### config.mk
export PLATFORM = sky130hd
export DESIGN_NAME = seq_detector_moore_flat
export DESIGN_NICKNAME = d
export VERILOG_FILES = /design/src/rtl/seq_detector_moore_if.sv /design/src/rtl/seq_detector_moore.sv /design/src/flat_wrapper.sv
export SDC_FILE = /design/constraint.sdc
export NUM_CORES = 1
export LEC_CHECK = 0
export ABC_AREA = 0
export CAP_MARGIN = 20
export CORE_MARGIN = 5
export CORE_UTILIZATION = 45
export CTS_CLUSTER_DIAMETER = 100
export CTS_CLUSTER_SIZE = 8
export DETAILED_ROUTE_END_ITERATION = 16
export PLACE_DENSITY = 0.73
export RECOVER_POWER = 50
export SKIP_LAST_GASP = 1
export SYNTH_ARGS = -nofsm -noshare
export SYNTH_HDL_FRONTEND = slang
export SYNTH_SLANG_ARGS = --single-unit
### constraint.sdc
create_clock -name clk -period 2.75 [get_ports clk]
set_clock_uncertainty 0.1 [all_clocks]
set_input_delay 0.55 -clock clk [delete_from_list [all_inputs] [get_ports clk]]
set_output_delay 0.55 -clock clk [all_outputs]
set_load 0.01 [all_outputs]
### src/rtl/seq_detector_moore_if.sv
// Serial-detector bus: sample strobe, data bit, pattern reload, and Moore match/count results.
interface seq_detector_moore_if #(
  parameter int PATTERN_W = 4,
  parameter int CNT_W     = 8
);
  logic                 en;
  logic                 inp;
  logic                 pat_load;
  logic [PATTERN_W-1:0] pat_in;
  logic                 outp;
  logic [CNT_W-1:0]     match_cnt;

  modport master (output en, inp, pat_load, pat_in, input outp, match_cnt);
  modport slave  (input en, inp, pat_load, pat_in, output outp, match_cnt);
endinterface

### src/rtl/seq_detector_moore.sv
// Moore serial pattern detector with KMP fallback; outp is registered and rises the cycle after the last bit, one bit per en, no backpressure.
// Macro SEQ_DET_COUNT_EN builds the saturating match counter; without it match_cnt is tied to 0.
module seq_detector_moore #(
  parameter int                   PATTERN_W = 4,
  parameter logic [PATTERN_W-1:0] PATTERN   = 4'b1011,
  parameter bit                   OVERLAP   = 1'b1,
  parameter int                   CNT_W     = 8
) (
  input logic            clk,
  input logic            rst,
  seq_detector_moore_if.slave bus
);

  localparam int SW = $clog2(PATTERN_W + 1);
  localparam int HW = PATTERN_W + 1;
  localparam logic [SW-1:0] MATCH = SW'(PATTERN_W);

  logic [PATTERN_W-1:0] pat_q;
  logic [SW-1:0]        state_q;
  logic [SW-1:0]        state_d;
  logic                 outp_q;

  int                   k;
  logic [HW-1:0]        hist;
  logic [HW-1:0]        msk;
  logic [HW-1:0]        pre;

  // The matched history is always the first k pattern bits, so the fallback is
  // the longest pattern prefix that equals a suffix of {prefix(k), inp}.
  always_comb begin
    k       = (state_q == MATCH && !OVERLAP) ? 0 : int'(state_q);
    hist    = ((HW'(pat_q) >> (PATTERN_W - k)) << 1) | HW'(bus.inp);
    msk     = '0;
    pre     = '0;
    state_d = '0;
    for (int j = 1; j <= PATTERN_W; j++) begin
      msk = (HW'(1) << j) - HW'(1);
      pre = HW'(pat_q) >> (PATTERN_W - j);
      if ((j <= k + 1) && ((hist & msk) == pre)) begin
        state_d = SW'(j);
      end
    end
  end

  always_ff @(posedge clk or negedge rst) begin
    if (!rst) begin
      pat_q   <= PATTERN;
      state_q <= '0;
      outp_q  <= 1'b0;
    end else if (bus.pat_load) begin
      pat_q   <= bus.pat_in;
      state_q <= '0;
      outp_q  <= 1'b0;
    end else if (bus.en) begin
      state_q <= state_d;
      outp_q  <= (state_d == MATCH);
    end
  end

  assign bus.outp = outp_q;

`ifdef SEQ_DET_COUNT_EN
  logic [CNT_W-1:0] cnt_q;

  always_ff @(posedge clk or negedge rst) begin
    if (!rst) begin
      cnt_q <= '0;
    end else if (!bus.pat_load && bus.en && (state_d == MATCH) && (cnt_q != {CNT_W{1'b1}})) begin
      cnt_q <= cnt_q + CNT_W'(1);
    end
  end

  assign bus.match_cnt = cnt_q;
`else
  assign bus.match_cnt = {CNT_W{1'b0}};
`endif

endmodule

### src/flat_wrapper.sv
// flat-port wrapper written by rule: the top's interface ports become plain ports
module seq_detector_moore_flat 
#(
  parameter int                   PATTERN_W = 4,
  parameter logic [PATTERN_W-1:0] PATTERN   = 4'b1011,
  parameter bit                   OVERLAP   = 1'b1,
  parameter int                   CNT_W     = 8
)
  (clk, rst, bus_en, bus_inp, bus_pat_load, bus_pat_in, bus_outp, bus_match_cnt);
  seq_detector_moore_if #(.PATTERN_W(PATTERN_W), .CNT_W(CNT_W)) bus_i ();
  input logic clk;
  input logic rst;
  input wire logic [$bits(bus_i.en)-1:0] bus_en;
  input wire logic [$bits(bus_i.inp)-1:0] bus_inp;
  input wire logic [$bits(bus_i.pat_load)-1:0] bus_pat_load;
  input wire logic [$bits(bus_i.pat_in)-1:0] bus_pat_in;
  output wire logic [$bits(bus_i.outp)-1:0] bus_outp;
  output wire logic [$bits(bus_i.match_cnt)-1:0] bus_match_cnt;
  assign bus_i.en = bus_en;
  assign bus_i.inp = bus_inp;
  assign bus_i.pat_load = bus_pat_load;
  assign bus_i.pat_in = bus_pat_in;
  assign bus_outp = bus_i.outp;
  assign bus_match_cnt = bus_i.match_cnt;
  seq_detector_moore #(.PATTERN_W(PATTERN_W), .PATTERN(PATTERN), .OVERLAP(OVERLAP), .CNT_W(CNT_W)) u_core (.clk(clk), .rst(rst), .bus(bus_i));
endmodule
==> flow_metrics.py <==
metrics = {
    "status": {
        "status": "finished clean",
    },
    "power_and_ir_drop": {
        "vdd_drop_max_mv": 0.320,
        "p_leak_nw": 0.412,
        "power_frac_comb": 0.389,
        "seqPwrFrac": 0.361,
        "swShare": 0.361,
        "p_sw_mw": 0.140,
        "powerDensity_mw_per_mm2": 358,
        "power_mw": 0.389,
        "p_clk_frac": 0.250,
        "power.internal_mw": 0.248,
    },
    "grt": {
        "grt_pass1_vias": 843,
        "grt_use_total": 0.149,
        "grt_overflow": 0,
        "grt_pass1_wl_um": 3880,
        "antenna_found_initial": 0,
        "grt_max_degree": 15,
    },
    "worst_setup_path": {
        "critPathCaptureType": "register",
        "path_class": "reg -> reg",
        "path_max_fanout": 2,
        "cpPeakStageDelay_ns": 0.55,
        "cp.arrival_ns": 2.54,
        "cp.required_ns": 2.84,
        "critPathBufInv": 1,
        "slowest_stage": "or4_4",
        "critPathTopFamily": "simple AND/OR/NAND/NOR gates",
        "worstSetupStartpointType": "register",
        "cp_cell_sequence": "inv_1 -> ha_1 -> nor4b_1 -> xnor2_1 -> nor2_1 -> or4_4 -> o32ai_2 -> a22o_1",
    },
    "synth": {
        "synth_top_family_by_area": "compound AO/OA/AOI/OAI gates",
        "synth_compound_area_frac": 0.320,
        "synth_enable_flop_cells": 0,
        "synth_area_sq_um": 973,
        "synth_xor_area_frac": 0.0630,
        "synthMuxAreaShare": 0.0116,
        "seq_area_frac_synth": 0.210,
        "syn_area_per_cell_sq_um": 8.25,
        "synth_warnings": 0,
        "netlist_instances": 118,
        "synth_fa_ha_area_frac": 0.0514,
        "synthSimpleGateAreaFrac": 0.210,
        "synthArstFlopShare": 1.00,
        "synth_ff_type": "dfrtp_1",
        "yosys_register_bits": 8,
        "ys_types": 50,
    },
    "place": {
        "dp_hpwl_um": 1720,
        "io_buffers": 9,
        "pre_cts_ws_ns": 0.316,
        "placed_cells": 150,
        "placed_area_sq_mm": 0.00106,
        "gp_congestion": 0.930,
    },
    "detailed_routing": {
        "wire_per_inst_um": 15.2,
        "route.detailed.drc": 0,
        "vias_per_cell": 6.14,
        "dr.pass1.iters": 4,
        "routed_wl_um": 2340,
        "drt_iter0_drc": 41,
        "num_vias": 946,
        "ant_nets": 0,
    },
    "sta": {
        "fin_ws_ns": 0.305,
        "final_hold_viol_count": 0,
        "setup_violations": 0,
        "setup-tns-final_ns": 0,
        "drv_slew": 0,
        "hold_slack_ns": 0.453,
        "rsz0062_at_grt": "false",
        "fin_crit_ns": 2.45,
        "fmax_ghz": 0.409,
        "timing.final.crit_share": 0.889,
    },
    "layout": {
        "multiInputGateArea_sq_um": 668,
        "final-seq-area_sq_um": 204,
        "antenna_cells": 0,
        "utilization": 0.543,
        "fin_area_sq_mm": 0.00109,
        "drive_above_1_share": 0.197,
        "fillers": 201,
        "instances_no_fill": 154,
        "nets": 141,
        "synthToLayoutAreaGrowth_pct": 11.6,
    },
    "clock_tree": {
        "cts_setup_buffers": 0,
        "clock-sinks": 8,
        "root_buffer": "clkbuf_4",
        "htree_levels": 1,
        "numCtsBuffers": 3,
        "hold_buffers": 0,
        "cts_buffer_depth": 2,
        "clk_latency_ns": 0.25,
        "cts_resized": 0,
        "cts_tree": "yes",
        "clkTransAtPathRegs_ns": 0.06,
    },
    "hold_path": {
        "hp-class": "reg -> reg",
    },
    "floorplanning": {
        "fp-row-count": 16,
        "core-area_sq_mm": 0.00200,
        "start_util": 0.486,
        "die-area_sq_mm": 0.00319,
        "num_io_pins": 18,
        "die_w_um": 56.5,
        "die_h_um": 56.5,
    },
    "flow_run": {
        "cap_viol_max_count": 0,
    },
}
[cell type report]
class,count,area share
inverter,7,0.0242
tap,27,0.0311
multi-input combinational,94,0.615
clock buffer,4,0.0242
timing repair buffer,14,0.118
sequential,8,0.188
[power by group through the flow]
stage          registers [mW]  clock network [mW]  logic, mW
2_1_floorplan           0.133                   0      0.123
3_3_place_gp            0.142                   0      0.147
3_5_place_dp            0.142                   0      0.148
4_1_cts                 0.140              0.0979      0.150
5_1_grt                 0.142               0.106      0.166
6_report                0.140              0.0971      0.151
[tightest hold or removal path, cell delays in order, from the launching register on]
cell,delay [ns]
dfrtp_1,0.38
nand2b_1,0.07
a21oi_1,0.06
[final timing paths]
| check | startpoint | to | slack (ns) | cells past startpoint |
|---|---|---|---|---|
| max in group asynchronous | rst | u_core.pat_q[0]$_DFFE_PN1P_ | 1.70 | 1 |
| hold reg to reg | u_core.bus.outp$_DFFE_PN0P_ | u_core.bus.outp$_DFFE_PN0P_ | 0.45 | 2 |
| hold / removal | u_core.bus.outp$_DFFE_PN0P_ | u_core.bus.outp$_DFFE_PN0P_ | 0.45 | 2 |
| min in group asynchronous | rst | u_core.pat_q[2]$_DFFE_PN0P_ | 0.54 | 1 |
| setup reg to reg | u_core.state_q[0]$_DFFE_PN0P_ | u_core.state_q[1]$_DFFE_PN0P_ | 0.30 | 8 |
| setup / recovery | u_core.state_q[0]$_DFFE_PN0P_ | u_core.state_q[1]$_DFFE_PN0P_ | 0.30 | 8 |
[state kept, by name, summed over array words and instances (netlist names)]
name             count
u_core.state_q       3
u_core.pat_q         4
u_core.bus.outp      1
[routing by layer]
| layer | GRT usage | up-vias | wire length, um |
|---|---|---|---|
| met5 | 0 | - | 0 |
| met4 | 0.0339 | 0 | 21 |
| met3 | 0.0252 | 4 | 178 |
| met2 | 0.243 | 48 | 1090 |
| met1 | 0.203 | 455 | 1050 |
| li1 | - | 439 | - |
[cell families after synthesis]
kind of cell    count (synthesis)
compound gates                 39
simple gates                   35
buf+inv                        23
flops                           8
xor+xnor                        7
fa+ha+maj                       4
other cells                     1
mux                             1
[cells in the final DEF, fill, tap and decap left out, types with 2 or more instances in the layout]
master,Yosys,final
clkbuf_4,0,3
o21ai_0,4,4
nor2_1,3,3
nor3_1,3,3
inv_1,7,7
buf_4,8,5
nand2_1,12,12
o211ai_1,3,3
dfstp_2,3,3
dfrtp_1,5,5
clkdlybuf4s50_1,0,8
o2bb2ai_1,2,2
conb_1,1,8
nand3_1,2,2
a22o_1,2,2
nand2b_1,4,4
xnor2_1,6,6
a21oi_1,7,7
a311oi_1,3,3
or3_1,2,2
o22ai_1,3,3
ha_1,4,4
[Yosys cell counts, drive strengths merged (2+ instances only)]
library cell,number,share of area
a311oi,4,0.042
o2bb2ai,2,0.018
inv,7,0.027
xnor2,6,0.054
o32ai,2,0.026
nand2b,4,0.026
dfrtp,5,0.13
clkbuf,3,0.012
o22ai,3,0.019
nand3,2,0.010
a22o,2,0.018
a21oi,8,0.045
or3,2,0.013
buf,13,0.093
nand2,12,0.046
o211ai,3,0.023
dfstp,3,0.081
ha,4,0.051
o21ai,5,0.030
nor3,3,0.015
nor2,4,0.018
Note: power is estimated with default switching activity, not from simulation.
